**src/rtl/mem_wb_stage.sv**
```systemverilog
// -----------------------------------------------------------------------------
// mem_wb_stage
// Pipeline register between the memory stage and the register-file write-back
// port of the 32-bit RISC core. It captures the function-unit result, the data
// memory read data, the link PC and the write-back control fields. It selects
// the write-back value onto BUS_D, suppresses writes to R0, raises forwarding
// hits for the decode stage and counts retired instructions.
//
// Ports:
//   clk       system clock, rising edge active
//   rst       asynchronous active-low reset
//   stall     hold all stage registers
//   flush     load a bubble (clears wb_valid / RW_out, data fields hold)
//   in_valid  memory stage holds a real instruction
//   RW_in     register-write enable from the memory stage
//   DA_in     destination register address
//   MD_in     write-back select: 00 F_in, 01 Data_out, 10 PC_in+1, 11 reserved
//   F_in      function-unit result
//   Data_out  data memory read data (pre-write value at this edge)
//   PC_in     PC of the instruction in the memory stage
//   AA, BA    decode-stage read addresses A and B
//   wb_valid  registered valid
//   RW_out    registered register-write enable
//   DA_out    registered destination address
//   BUS_D     registered write-back data
//   fwd_A     forward BUS_D onto bus A
//   fwd_B     forward BUS_D onto bus B
//   retired   count of valid instructions captured (wraps)
// -----------------------------------------------------------------------------
module mem_wb_stage #(
   parameter int DATA_W = 32,
   parameter int RA_W   = 5,
   parameter int CNT_W  = 32
) (
   input  logic              clk,
   input  logic              rst,
   input  logic              stall,
   input  logic              flush,
   input  logic              in_valid,
   input  logic              RW_in,
   input  logic [RA_W-1:0]   DA_in,
   input  logic [1:0]        MD_in,
   input  logic [DATA_W-1:0] F_in,
   input  logic [DATA_W-1:0] Data_out,
   input  logic [DATA_W-1:0] PC_in,
   input  logic [RA_W-1:0]   AA,
   input  logic [RA_W-1:0]   BA,
   output logic              wb_valid,
   output logic              RW_out,
   output logic [RA_W-1:0]   DA_out,
   output logic [DATA_W-1:0] BUS_D,
   output logic              fwd_A,
   output logic              fwd_B,
   output logic [CNT_W-1:0]  retired
);

   typedef enum logic [1:0] {
      MD_FU   = 2'b00,
      MD_MEM  = 2'b01,
      MD_LINK = 2'b10,
      MD_RSVD = 2'b11
   } md_sel_t;

   logic [DATA_W-1:0] wb_data;
   logic              wb_write;

   // Next-state write-back value and write enable for a normal load.
   always_comb begin
      // NOTE: every variable gets a default before the case so no path can
      // leave it unassigned, which would infer a latch.
      wb_data  = '0;
      wb_write = in_valid & RW_in & (DA_in != '0);
      case (md_sel_t'(MD_in))
         MD_FU:   wb_data = F_in;
         MD_MEM:  wb_data = Data_out;
         MD_LINK: wb_data = PC_in + DATA_W'(1);   // link address, wraps modulo 2^DATA_W
         default: wb_write = 1'b0;                // reserved select: no data, no write
      endcase
   end

   // Priority: reset > flush > stall > load.
   always_ff @(posedge clk or negedge rst) begin
      if (!rst) begin
         // NOTE: non-blocking assignments for all registered state, so every
         // register samples the pre-edge values regardless of statement order.
         wb_valid <= 1'b0;
         RW_out   <= 1'b0;
         DA_out   <= '0;
         BUS_D    <= '0;
         retired  <= '0;
      end else if (flush) begin
         // Bubble: only the control bits clear; data fields and counter hold.
         wb_valid <= 1'b0;
         RW_out   <= 1'b0;
      end else if (!stall) begin
         wb_valid <= in_valid;
         RW_out   <= wb_write;
         DA_out   <= DA_in;
         BUS_D    <= wb_data;
         retired  <= retired + CNT_W'(in_valid);
      end
   end

   // Forwarding is derived only from registered state, so it stays stable
   // through a stall. R0 never forwards.
   assign fwd_A = wb_valid & RW_out & (DA_out == AA) & (AA != '0);
   assign fwd_B = wb_valid & RW_out & (DA_out == BA) & (BA != '0);

endmodule

```
**config.mk**
```make
export PLATFORM = sky130hd
export DESIGN_NAME = mem_wb_stage
export DESIGN_NICKNAME = d
export VERILOG_FILES = /design/src/rtl/mem_wb_stage.sv
export SDC_FILE = /design/constraint.sdc
export NUM_CORES = 1
export LEC_CHECK = 0
export BUFFER_PORTS_ARGS = -buffer_cell sky130_fd_sc_hd__clkbuf_2
export CORE_MARGIN = 1.5
export CORE_UTILIZATION = 45
export DETAILED_ROUTE_END_ITERATION = 10
export GPL_ROUTABILITY_DRIVEN = 0
export PLACE_DENSITY = 0.77
export SLEW_MARGIN = 20
export SYNTH_ARGS = -nofsm -noshare
export SYNTH_HDL_FRONTEND = slang
export SYNTH_SLANG_ARGS = --single-unit
```
**constraint.sdc**
```tcl
create_clock -name clk -period 2.3 [get_ports clk]
set_input_delay 0.46 -clock clk [delete_from_list [all_inputs] [get_ports clk]]
set_output_delay 0.46 -clock clk [all_outputs]
set_load 0.05 [all_outputs]
```
==> flow_summary.ini <==
[power_and_ir_drop]
clkPwrFrac = 0.309
internal_power_mw = 2.332
seqPwrFrac = 0.399
cellPowerDensity_nw_per_um2 = 665.8
power_switching_mw = 1.399
leakage_nw = 2.845
ir_drop_mv = 0.3232
total_power_mw = 3.731
p_comb_frac = 0.293
p_sw_frac = 0.3750

[cells_and_area]
fillCellCount = 831
area_growth_pct = 32.36
antennaDiodeCount = 0
fin_nets = 766
drive_above_1_share = 0.3606

[global_route]
grt_pass1_vias = 4100
grt_pass1_wl_mm = 19.57
grt_use_total = 0.2472
gr-total-overflow = 0
antenna_found_initial = 0
grt_max_degree = 37

[synth]
netlist.area_leader.share = 0.4196
synth_edf_count = 0
synth-seq-area-share = 0.4196
syn_area_um2 = 4234
synth_flop_cell = dfrtp_1
synthDistinctLibCells = 43
netlist_instances = 449
synth_seq_cells = 71
synth.top_cells.by_area = dfrtp_1, xor2_1, xnor2_1, mux2i_1, nand2_1
async_flop_share = 1.000
syn_nets = 571
post-synth-top-area-cell = dfrtp_1
syn_avg_cell_area_um2 = 9.430
synth_warnings = 0

[timing]
tightest_slew_ns = 0.7541
clock_skew_ns = 0.006781
fin_setup_tns_ns = 0
timing.fmax_mhz = 466.2
setup_viol = 0
finalHoldViolations = 0
rsz0062_at_grt = false
fin_crit_ns = 2.145
slew_violations = 0
min_period_over_period = 0.9327
relSlewSlack = 0.4973

[floorplanning]
die_w_um = 100
die_y_um = 100
die-area_um2 = 10000
initial_core_util = 0.4604
core_um2 = 9196
rows = 35
ios = 192

[clock_network]
clock_sinks = 71
htree_num_levels = 3
clk_transition_reported_paths_ns = 0.08
numCtsBuffers = 9
cts-root-buf = clkbuf_8
insertion_delay_ns = 0.34
clockBufferDepth = 2
cts_resized = 0
cts_hold_buf = 0
cts_tree = yes
cts_setup_buffers = 0

[run]
cap_viol_max_count = 0

[routing]
drt-initial-drc-count = 170
vias = 4174
wl_per_cell_um = 16.19
wl_mm = 12.31
drtAntennaViolNets = 0
drt-vias-per-instance = 5.492
drc = 0
dr.pass1.iters = 4

[worst_setup_path]
crit_chain = nor4_1 -> nor3_1 -> a21oi_1 -> nor4_4 -> clkbuf_2
crit_path_end_kind = output pin
arrival_ns = 1.69
slowest_stage = dfrtp_1
crit_type = reg -> out
cp_max_fo = 5
critical-path-max-stage-delay_ns = 0.46
cp-start-kind = flip-flop
crit_required_ns = 1.84

[placed_design]
portBuffers = 191
hpwl_mm = 9.550

[status]
status = complete, no violations

[min_path]
hold_class = in -> async
-- cell usage in the layout, fill, tap and decap left out, types with 2 or more instances in the layout --
cell | Yosys | routed
nand4_1 | 14 | 14
a21oi_1 | 19 | 19
nor2b_1 | 3 | 3
dfrtp_1 | 71 | 71
clkbuf_8 | 0 | 10
xor2_1 | 35 | 35
nor4_4 | 1 | 3
bufinv_16 | 0 | 2
or4_1 | 2 | 2
and3_1 | 13 | 13
a31oi_1 | 4 | 4
nand4bb_1 | 2 | 2
nor3_1 | 5 | 5
nand3_2 | 2 | 2
clkbuf_2 | 0 | 190
nand2_1 | 67 | 67
mux2i_1 | 26 | 26
nor4_1 | 7 | 5
nor2_1 | 30 | 29
nand4_4 | 2 | 2
ha_1 | 3 | 3
a211oi_1 | 4 | 4
clkinv_4 | 0 | 3
o311a_1 | 2 | 2
o221ai_1 | 18 | 18
nand3_1 | 28 | 28
o21ai_0 | 11 | 11
buf_4 | 1 | 15
and4_1 | 9 | 9
xnor2_1 | 30 | 30
and2_1 | 4 | 4
inv_1 | 5 | 5
-- critical path, delay by kind of cell (launching register included) --
family                 cells  cell delay, ns
AO/OA/AOI/OAI              1            0.22
buffers and inverters      1            0.24
AND/OR/NAND/NOR            3            0.43
flip-flops                 1            0.46
-- worst paths after layout --
path	slack, ns	endpoint	startpoint	depth (start not counted)
max	0.15	fwd_B	DA_out[0]	5
min	0.06	retired[20]	rst	1
max reg2reg	0.46	retired[31]	retired[8]	5
min reg2reg	0.48	retired[31]	retired[31]	1
max in group asynchronous	1.58	retired[12]	rst	2
min in group clk	0.32	DA_out[4]	DA_in[4]	3
-- state kept, by name (all words and copies together), names as in the netlist --
| signal | flops |
|---|---|
| BUS_D | 32 |
| DA_out | 5 |
| RW_out | 1 |
| retired | 32 |
| wb_valid | 1 |
-- power by group through the flow --
stage / sequential [mW] / clock, mW / combinational, mW
after floorplan: 1.92 / 0 / 0.288
after global placement: 1.50 / 0 / 1.08
after detailed placement: 1.51 / 0 / 1.10
after CTS: 1.49 / 1.17 / 1.10
after global routing: 1.51 / 1.22 / 1.16
final: 1.49 / 1.15 / 1.09
-- stage by stage --
step	instances	hold slack (ns)	util	cell area, µm²	worst slack (ns)
final	760	0.06166	0.6094	5604	0.1549
after global routing	760	0.08101	0.6094	5604	0.01057
after CTS	760	0.06937	0.6094	5604	0.1295
after detailed placement	744	0.4453	0.5842	5373	0.3520
after global placement	744	0.4414	0.5842	5373	0.3662
after floorplan	449	0.1644	-	4264	0.1299
-- synthesized netlist by cell type, types with 7 or more instances --
master,instances
a21oi_1,19
and3_1,13
and4_1,9
clkbuf_1,11
dfrtp_1,71
mux2i_1,26
nand2_1,67
nand3_1,28
nand4_1,14
nor2_1,30
nor4_1,7
o21ai_0,11
o221ai_1,18
xnor2_1,30
xor2_1,35
-- routing by layer --
layer,vias up,global-route usage,part of all wire
met4,0,0.08234,0.018
met5,-,0,0
li1,2014,-,-
met2,180,0.4359,0.50
met1,1961,0.3031,0.42
met3,19,0.04805,0.064
-- layout make-up --
class / count / area [µm²] / area share
multi-input combinational: 352 / 2375 / 0.4238
sequential: 71 / 1777 / 0.3170
timing repair buffer: 205 / 1064 / 0.1898
tap: 111 / 138.9 / 0.02478
clock buffer: 10 / 137.6 / 0.02456
clock inverter: 6 / 93.84 / 0.01674
inverter: 5 / 18.77 / 0.003349
-- cells by family (layout without fill, tap and decap cells) --
kind of cell	after synthesis	count (layout)	synth area share
AOI/OAI and AO/OA	63	63	0.09988
xor gates and xnor gates	65	65	0.1345
muxes	26	26	0.06147
adders and majority gates	3	3	0.008866
and+or+nand+nor	195	195	0.2485
buffers and inverters	26	226	0.02719
DFF	71	71	0.4196
No activity file was read; power rests on OpenSTA's default activity.
